File: src/rtl/instruction_fetch_unit.sv
// Instruction fetch unit: holds the PC, fetches 32-bit words from instruction
// memory over a req/ack handshake and hands them to decode over valid/ready.
//
// Handshakes:
//   imem side : imem_req/imem_addr are decoded from registered state only.
//               A word is taken in any cycle where imem_req=1 and imem_ack=1.
//               imem_ack is ignored whenever imem_req=0.
//   decode side: inst/ctl_op/pc are held stable while inst_valid=1 and
//               inst_ready=0. A transfer (accept) happens in a cycle where
//               inst_valid=1 and inst_ready=1. take_branch is used only then.
module instruction_fetch_unit #(
  parameter logic [31:0] RESET_PC    = 32'h0000_0000,
  parameter int unsigned ACK_TIMEOUT = 15
) (
  input  logic        clk,
  input  logic        rst,
  output logic        imem_req,
  output logic [31:0] imem_addr,
  input  logic        imem_ack,
  input  logic [31:0] imem_rdata,
  output logic        inst_valid,
  input  logic        inst_ready,
  output logic [31:0] inst,
  output logic [5:0]  ctl_op,
  output logic [31:0] pc,
  input  logic        take_branch,
  output logic        fetch_fault,
  output logic [15:0] fetch_count,
  output logic [1:0]  dbg_state
);

  typedef enum logic [1:0] {
    ST_FETCH = 2'd0,
    ST_WAIT  = 2'd1,
    ST_ISSUE = 2'd2,
    ST_HALT  = 2'd3
  } state_t;

  // Unaligned reset vectors are forced onto a word boundary.
  localparam logic [31:0] RESET_PC_ALIGNED = {RESET_PC[31:2], 2'b00};
  // Counter value seen in the last WAIT cycle before the fault fires.
  localparam logic [7:0]  TIMEOUT_LAST     = 8'(ACK_TIMEOUT - 1);

  state_t      state_q, state_next;
  logic        armed_q;
  logic [7:0]  to_cnt_q;
  logic [31:0] pc_q;
  logic [31:0] inst_q;
  logic        inst_valid_q;
  logic        fetch_fault_q;
  logic [15:0] fetch_count_q;

  logic        capture;
  logic        accept;
  logic        timeout;
  logic [31:0] pc_seq;
  logic [31:0] branch_off;
  logic [31:0] pc_next;

  // State register; reset abandons any outstanding memory transaction.
  always_ff @(posedge clk) begin
    if (rst) begin
      state_q <= ST_FETCH;
    end else begin
      state_q <= state_next;
    end
  end

  // Next-state decode, memory request and per-cycle strobes.
  // After reset the FSM sits one idle cycle in FETCH with imem_req=0
  // (armed_q low), so a stale ack from the abandoned transaction is dropped.
  always_comb begin
    state_next = state_q;
    imem_req   = 1'b0;
    capture    = 1'b0;
    accept     = 1'b0;
    timeout    = 1'b0;
    case (state_q)
      ST_FETCH: begin
        if (armed_q) begin
          imem_req = 1'b1;
          if (imem_ack) begin
            capture    = 1'b1;
            state_next = ST_ISSUE;
          end else begin
            state_next = ST_WAIT;
          end
        end
      end
      ST_WAIT: begin
        imem_req = 1'b1;
        if (imem_ack) begin
          capture    = 1'b1;
          state_next = ST_ISSUE;
        end else if (to_cnt_q == TIMEOUT_LAST) begin
          timeout    = 1'b1;
          state_next = ST_HALT;
        end
      end
      ST_ISSUE: begin
        if (inst_valid_q && inst_ready) begin
          accept     = 1'b1;
          state_next = ST_FETCH;
        end
      end
      ST_HALT: begin
        state_next = ST_HALT;
      end
      default: begin
        state_next = ST_FETCH;
      end
    endcase
  end

  // Sequential and branch targets; all arithmetic wraps modulo 2^32.
  always_comb begin
    pc_seq     = pc_q + 32'd4;
    branch_off = {{14{inst_q[15]}}, inst_q[15:0], 2'b00};
    pc_next    = take_branch ? (pc_seq + branch_off) : pc_seq;
  end

  // Datapath registers: PC, instruction latch, timeout counter, fault, count.
  always_ff @(posedge clk) begin
    if (rst) begin
      armed_q       <= 1'b0;
      to_cnt_q      <= 8'd0;
      pc_q          <= RESET_PC_ALIGNED;
      inst_q        <= 32'd0;
      inst_valid_q  <= 1'b0;
      fetch_fault_q <= 1'b0;
      fetch_count_q <= 16'd0;
    end else begin
      armed_q <= 1'b1;

      if (state_q == ST_WAIT && !imem_ack) begin
        to_cnt_q <= to_cnt_q + 8'd1;
      end else begin
        to_cnt_q <= 8'd0;
      end

      if (capture) begin
        inst_q       <= imem_rdata;
        inst_valid_q <= 1'b1;
      end

      if (accept) begin
        inst_valid_q <= 1'b0;
        pc_q         <= pc_next;
        if (fetch_count_q != 16'hFFFF) begin
          fetch_count_q <= fetch_count_q + 16'd1;
        end
      end

      if (timeout) begin
        fetch_fault_q <= 1'b1;
      end
    end
  end

  assign imem_addr   = pc_q;
  assign inst_valid  = inst_valid_q;
  assign inst        = inst_q;
  assign ctl_op      = inst_q[31:26];
  assign pc          = pc_q;
  assign fetch_fault = fetch_fault_q;
  assign fetch_count = fetch_count_q;
  assign dbg_state   = state_q;

endmodule

File: config.mk
export PLATFORM = sky130hd
export DESIGN_NAME = instruction_fetch_unit
export DESIGN_NICKNAME = d
export VERILOG_FILES = /design/src/rtl/instruction_fetch_unit.sv
export SDC_FILE = /design/constraint.sdc
export NUM_CORES = 1
export LEC_CHECK = 0
export CAP_MARGIN = 15
export CORE_ASPECT_RATIO = 0.8
export CORE_MARGIN = 1
export CORE_UTILIZATION = 50
export CTS_CLUSTER_DIAMETER = 50
export CTS_CLUSTER_SIZE = 12
export DETAILED_ROUTE_END_ITERATION = 7
export GPL_TIMING_DRIVEN = 0
export PLACE_DENSITY = 0.83
export SYNTH_ARGS = -nofsm -noshare
export SYNTH_HDL_FRONTEND = slang
export SYNTH_SLANG_ARGS = --single-unit
File: constraint.sdc
create_clock -name clk -period 4.92 [get_ports clk]
set_clock_uncertainty 0.2 [all_clocks]
set_input_delay 0.984 -clock clk [delete_from_list [all_inputs] [get_ports clk]]
set_output_delay 0.984 -clock clk [all_outputs]
set_load 0.005 [all_outputs]
Word-level counts from Yosys, hierarchy flattened
Index checks and enable logic that the tools add are counted.

Mux-type cells: 18. Bitwise logic cells: 1. Reductions and logical operators: 8. Equal/unequal tests: 8. $add $sub $neg: 4.

Operator list (count): $add 32x3->32 const B (1); $add 32x32->32 (1); $mux 32 (1); $add 16x1->16 const B (1); $ne 16x16->1 const B (1); $mux 2 (5); $mux 1 (9); $add 8x1->8 const B (1); $eq 8x4->1 const B (1); $pmux 2 s4 (1); $eq 2x2->1 const B (2); $ne 2x2->1 const B (2); $pmux 1 s2 (2); $reduce_or 2->1 (2); $ne 3x3->1 const B (1); $reduce_and 3->1 (1); $eq 2x1->1 const B (1); $logic_and 1x1->1 (2); $logic_not 2->1 (1); $reduce_and 2->1 (1); $logic_not 1->1 (1); $not 1->1 (1).

Input bits: 37. Register bits: 93.

Logic depth before layout (Yosys ltp)
Gate-level depths: netlist of the first run.

Depth in word-level cells: 4. Depth in mapped cells: 16.

Least setup slack after synthesis of the first run
OpenSTA, ideal clock, no wires.

Path type: reg-to-reg. Start point: register pc_q[10] (netlist: imem_addr[10]). End point: register pc_q[31] (netlist: imem_addr[31]). Arrival time: 3.184 ns. Data required time: 4.596 ns. Stages on the path, launching flop included: 16. Clock period less this slack: 3.509 ns. Setup slack: 1.411 ns. Path through: dfxtp_1 and4_4 nand4_4 nor3_1 nand3_1 xnor2_1 ha_1 a21o_1 nand2_1 nand2_1 a2111oi_0 o22ai_1 a211o_1 nand3_1 xnor2_1 nor2_1.

Longest elaborated chain between the ends: 3.

Ends and longest elaborated chain: start, declared (line 47) `logic [31:0] pc_q;`; start signal, assigned (line 148) `pc_q <= pc_next;`; $add 32x3->32 * (line 117) `pc_seq = pc_q + 32'd4;`; $add 32x32->32 (line 119) `pc_next = take_branch ? (pc_seq + branch_off) : pc_seq;`; $mux 32 * (line 119).

Mark *: on every way between the ends. The rest lies on a longest branch, timed or not. A chain may end at the register's enable or synchronous reset.

Final worst setup path of the first run
Start point: register pc_q[2] (netlist: imem_addr[2]). End point: register pc_q[29] (netlist: imem_addr[29]).

Same word-level chain as after synthesis.

==> impl_metrics.tcl, run 1 <==
set metrics [dict create \
    cts.sinks 91 \
    max-cap-violations 0 \
    post_route_core_utilization 0.6770 \
    buffer_and_inverter_count_on_the_worst_path 1 \
    row_count 36 \
    number_of_gates_resized_after_cts 0 \
    yosysSeqAreaShare 0.2932 \
    setup_repair_after_global_routing_missed_its_margin "no" \
    cts_hold_buf 0 \
    cts_tree "done" \
    synthArstFlopShare 0 \
    grt_first_pass_wirelength_um 29420 \
    max_stage_delay_ns 0.53 \
    most_frequently_used_flop_master_after_synthesis "dfxtp_1" \
    detailedPlace.worstSlack_ns 0.7102 \
    slew_violations 0 \
    layout_commonest_cell "clkdlybuf4s50_1" \
    finalHoldViolations 0 \
    via_count_of_the_first_global_routing_pass 5962 \
    synth_cell_types 70 \
    final.hold.worst_slack_ns 0.2537 \
    synth_xor_xnor_area_share 0.09585 \
    total_track_usage 0.2893 \
    grt_antenna_before_repair 0 \
    synth_simple_gate_area_share 0.2300 \
    die_width_um 126.6 \
    synth_adder_area_share 0.08377 \
    drt-pass1-iter-count 6 \
    initial_utilization 0.5109 \
    cts.clk_slew.worst_paths_ns 0.07 \
    cts-root-buf "clkbuf_16" \
    clock.fmax_mhz 231.0 \
    period_share 0.8800 \
    synth_top_family_by_area "simple AND/OR/NAND/NOR gates" \
    cts_inserted_buffers 9 \
    critical_path.top_delay_family "compound AO/OA/AOI/OAI gates" \
    placeableCoreArea_um2 12160 \
    die_area_um2 12880 \
    crit_type "reg -> reg" \
    mappedNetlistArea_um2 6213 \
    synth_mux_area_frac 0.003222 \
    layoutNonFillerInstCount 1126 \
    cellPowerDensity_nw_per_um2 203.0 \
    cp-end-kind "register" \
    static_power_due_to_leakage_nw 3.370 \
    final_critical_path_setup_slack_ns 0.5903 \
    period_minus_slack_ns 4.330 \
    critical_path.cell_chain "ha_1 > and3_1 > clkbuf_1 > nand2_1 > xnor2_1 > ha_1 > a211oi_1 > o22a_1 > o31a_1 > a21oi_1 > o41ai_2 > o221ai_1 > a21o_1 > xnor2_1 > a21oi_1" \
    critical_path_arrival_ns 4.33 \
    drt_first_iter_violations 602 \
    netlist_instances 801 \
    final-setup-viol-count 0 \
    ys_seq_elements 91 \
    synth_compound_area_frac 0.2086 \
    clkLatencyLatePin_ns 0.35 \
    die_y_um 101.7 \
    route.vias.total 6494 \
    cts.htree.levels 3 \
    worstHoldPathType "reg -> reg" \
    syn_avg_cell_area_um2 7.757 \
    boundaryPins 160 \
    critPathRequiredTime_ns 4.93 \
    dp_hpwl_um 13830 \
    cts-root-to-sink-buffers 2 \
    ratio_of_cells_with_drive_above_1_in_the_final_layout 0.08522 \
    final_net_count 1047 \
    grt_overflow 0 \
    area.growth.synth_to_final_pct 32.50 \
    cts.repair_timing.setup_buffer_count 0 \
    num_antenna_cells 0 \
    grt_max_degree 28 \
    synth-edff-count 0 \
    critPathSlowestCell "o41ai_2" \
    route.detailed.vias_per_inst 5.767 \
    dp.cells 1110 \
    crit_fanout 8 \
    routed_wire_length_per_instance_um 16.32 \
    max_vdd_drop_v 0.0001934 \
    outcome "finished clean" \
    routability_congestion 0.9584 \
    remaining_design_rule_violation_count 0 \
    finalWirelength_um 18380 \
    setup-tns-final_ns 0 \
    worstMarginPinSlew_ns 1.105 \
    yosysWarnings 0 \
    worstSetupStartpointType "register" \
    remaining_antenna_violation_count 0 \
    timing.max_slew.rel_slack 0.2620 \
    portBuffers 154 \
    fillCellCount 1076 \
    final_cell_mix "clkdlybuf4s50_1 (154), nand2_1 (108), dfxtp_1 (91)" \
]
-- layout make-up --
class | instances | area [µm²] | share of cell area
Multi-Input combinational cell | 621 | 3876 | 0.4708
Clock buffer | 10 | 229.0 | 0.02781
Sequential cell | 91 | 1822 | 0.2213
Timing Repair Buffer | 154 | 1541 | 0.1872
Inverter | 20 | 75.07 | 0.009119
Buffer | 72 | 451.7 | 0.05486
Clock inverter | 6 | 47.55 | 0.005775
Tap cell | 152 | 190.2 | 0.02310
-- worst paths after layout --
check                             startpoint             to  slack (ns)  cells after the start
worst max-delay path            imem_addr[2]  imem_addr[29]        0.59                     15
worst min-delay path                inst[17]       inst[17]        0.25                      2
worst max register to register  imem_addr[2]  imem_addr[29]        0.59                     15
worst min register to register      inst[17]       inst[17]        0.25                      2
-- layer usage --
layer | part of all wire | GRT usage | up-vias
met2 | 0.44 | 0.4679 | 311
met3 | 0.10 | 0.09297 | 31
li1 | - | - | 3140
met5 | 0 | 0 | -
met4 | 0.015 | 0.06673 | 0
met1 | 0.45 | 0.3769 | 3012
-- Yosys cell counts, drive strengths merged (13+ instances only) --
cell type | count | area, µm²
nand4 | 18 | 127.6
inv | 20 | 75.07
clkbuf | 23 | 86.33
nor2 | 82 | 307.8
ha | 40 | 500.5
buf | 48 | 356.6
xnor2 | 36 | 315.3
a21oi | 82 | 410.4
and3 | 19 | 127.6
a211oi | 13 | 97.59
nand3 | 26 | 130.1
a21o | 21 | 157.7
dfxtp | 91 | 1822
nand2 | 109 | 411.7
xor2 | 32 | 280.3
o21ai | 39 | 195.2
-- sequential cells by signal (all words and copies together) (netlist names), named ones only --
name / cells
dbg_state: 1
inst: 32
to_cnt_q: 8
armed_q: 1
fetch_count: 16
inst_valid: 1
imem_addr: 30
fetch_fault: 1
-- worst register-to-register path, cell delays in order (launching register included) --
cell      delay (ns)
dfxtp_1         0.49
ha_1            0.32
and3_1          0.18
clkbuf_1        0.30
nand2_1         0.12
xnor2_1         0.22
ha_1            0.34
a211oi_1        0.28
o22a_1          0.18
o31a_1          0.20
a21oi_1         0.14
o41ai_2         0.53
o221ai_1        0.23
a21o_1          0.22
xnor2_1         0.13
a21oi_1         0.08
-- cells by family (layout without fill, tap and decap cells) --
logic type      count (synthesis)  count (layout)
mux                             2               2
compound gates                207             207
simple gates                  299             299
xor+xnor                       68              68
flops                          91              91
fa+ha+maj                      41              41
other cells                     1               4
buf+inv                        92             262
-- report_power, final --
part / internal, W / total, W / switching [W]
registers: 0.000755 / 0.000779 / 0.0000235
clock network: 0.000348 / 0.000668 / 0.000321
logic: 0.000113 / 0.000224 / 0.000111
total: 0.00122 / 0.00167 / 0.000455
-- stage by stage --
step | power, W | area, µm²
after global routing | 0.001725 | 8233
after global placement | 0.001014 | 7956
final | 0.001672 | 8233
after floorplan | 0.0009026 | 6225
after detailed placement | 0.001017 | 7956
after CTS | 0.001673 | 8233
(Power assumes the default switching activity.)
==> run 2: changes to the inputs <==
RECOVER_POWER = 100   (was not set)
SKIP_CTS_REPAIR_TIMING = 1   (was not set)
==> impl_metrics.tcl, run 2 (synthesis results as in run 1) <==
set metrics [dict create \
    setup-tns-final_ns 0 \
    dp_hpwl_um 13830 \
    topRoutingLayerUsed "met4" \
    placeableCoreArea_um2 12160 \
    setup_repair_after_global_routing_missed_its_margin "no" \
    largest_register_ff_count 32 \
    final_cell_mix "nand2_1 (108), dlygate4sd3_1 (93), dfxtp_1 (91)" \
    post_dp_cell_area_um2 7956 \
    period_share 0.8839 \
    r2r_slack_ns 0.57 \
    critical_path_arrival_ns 4.38 \
    routability_congestion 0.9584 \
    met2RoutedLength_um 8035 \
    crit_type "reg -> reg" \
    cts-root-to-sink-buffers 2 \
    remaining_antenna_violation_count 0 \
    area.growth.synth_to_final_pct 32.26 \
    num_antenna_cells 0 \
    fillCellCount 1080 \
    outcome "finished clean" \
    clock.fmax_mhz 230.0 \
    clkLatencyLatePin_ns 0.35 \
    final.hold.worst_slack_ns 0.2501 \
    timing.rr.end "imem_addr[31]" \
    boundaryPins 160 \
    crit_fanout 8 \
    layout_commonest_cell "nand2_1" \
    routed_wire_length_per_instance_um 16.29 \
    slew_violations 0 \
    worstHoldPathType "reg -> reg" \
    ratio_of_cells_with_drive_above_1_in_the_final_layout 0.08214 \
    die_y_um 101.7 \
    final_net_count 1047 \
    worstMarginPinSlew_ns 1.108 \
    final-setup-viol-count 0 \
    via_count_of_the_first_global_routing_pass 5962 \
    drt_first_iter_violations 625 \
    period_minus_slack_ns 4.349 \
    drt-pass1-iter-count 6 \
    cellPowerDensity_nw_per_um2 201.9 \
    timing.max_slew.rel_slack 0.2605 \
    cts_tree "done" \
    route.detailed.vias_per_inst 5.757 \
    max_vdd_drop_v 0.0001917 \
    cts-root-buf "clkbuf_16" \
    worstSetupStartpointType "register" \
    finalWirelength_um 18350 \
    hold_start "inst[17]" \
    timing.rr.start "imem_addr[8]" \
    grt_first_pass_wirelength_um 29420 \
    final_critical_path_setup_slack_ns 0.5713 \
    ff_to_ff_path_depth 13 \
    portBuffers 154 \
    cts.htree.levels 3 \
    initial_utilization 0.5109 \
    die_width_um 126.6 \
    cts_inserted_buffers 9 \
    total_track_usage 0.2893 \
    design_area_um2 8218 \
    m1WireLength_um 8094 \
    detailedPlace.worstSlack_ns 0.7102 \
    grt_overflow 0 \
    static_power_due_to_leakage_nw 3.641 \
    hold_path_sink "inst[17]" \
    cts.sinks 91 \
    die_area_um2 12880 \
    route.vias.total 6482 \
    grt_max_degree 28 \
    max-cap-violations 0 \
    critPathRequiredTime_ns 4.95 \
    remaining_design_rule_violation_count 0 \
    finalHoldViolations 0 \
    holdPathStages 2 \
    grt_antenna_before_repair 0 \
    cp-end-kind "register" \
    row_count 36 \
    cts.clk_slew.worst_paths_ns 0.07 \
    met3_length_um 1973 \
]
run 2: worst max path at each step:
stage | startpoint | to | slack, ns | cells past startpoint
6_report | imem_addr[8] | imem_addr[31] | 0.57 | 13
3_5_place_dp | imem_addr[2] | imem_addr[29] | 0.71 | 15
2_1_floorplan | imem_addr[10] | imem_addr[31] | 1.41 | 15
4_1_cts | imem_addr[2] | imem_addr[29] | 0.71 | 15
5_1_grt | imem_addr[4] | imem_addr[31] | 0.23 | 15
3_3_place_gp | imem_addr[8] | imem_addr[31] | 0.74 | 13
run 2: metal layers:
metal,GRT usage,vias up
met5,0,-
met1,0.3769,3006
met4,0.06673,0
met2,0.4679,307
met3,0.09297,27
li1,-,3142
run 2: critical path, cell delays in order (launching register included):
cell and delay [ns]:
dfxtp_1 0.50, and3_2 0.26, nand3_1 0.24, nor3_1 0.78, nand3_1 0.27, xnor2_1 0.21
ha_1 0.37, and3_1 0.24, nand3_1 0.17, a211oi_1 0.48, o22ai_1 0.19, nand3_1 0.14
xnor2_1 0.13, nor2_1 0.05
run 2: power by group:
part           internal, W  switching [W]  total [W]  leakage, nW
Combinational     0.000104       0.000110   0.000215         2.77
Clock             0.000348       0.000320   0.000667        0.133
Sequential        0.000755      0.0000223   0.000778        0.738
Total              0.00121       0.000452    0.00166         3.64
run 2: area by class of cell:
class,instances,area [µm²],area share
multi-input combinational,621,3870,0.4709
clock inverter,6,47.55,0.005786
sequential,91,1822,0.2217
tap,152,190.2,0.02314
buffer,72,442.9,0.05390
timing repair buffer,154,1541,0.1876
clock buffer,10,229.0,0.02786
inverter,20,75.07,0.009135
run 2: per-stage QoR:
stage               total power (W)  instances  utilization
floorplan                 0.0009026        804            -
global placement           0.001014       1110       0.6542
detailed placement         0.001017       1110       0.6542
CTS                        0.001673       1126       0.6770
global route               0.001715       1126       0.6757
finish                     0.001659       1126       0.6757
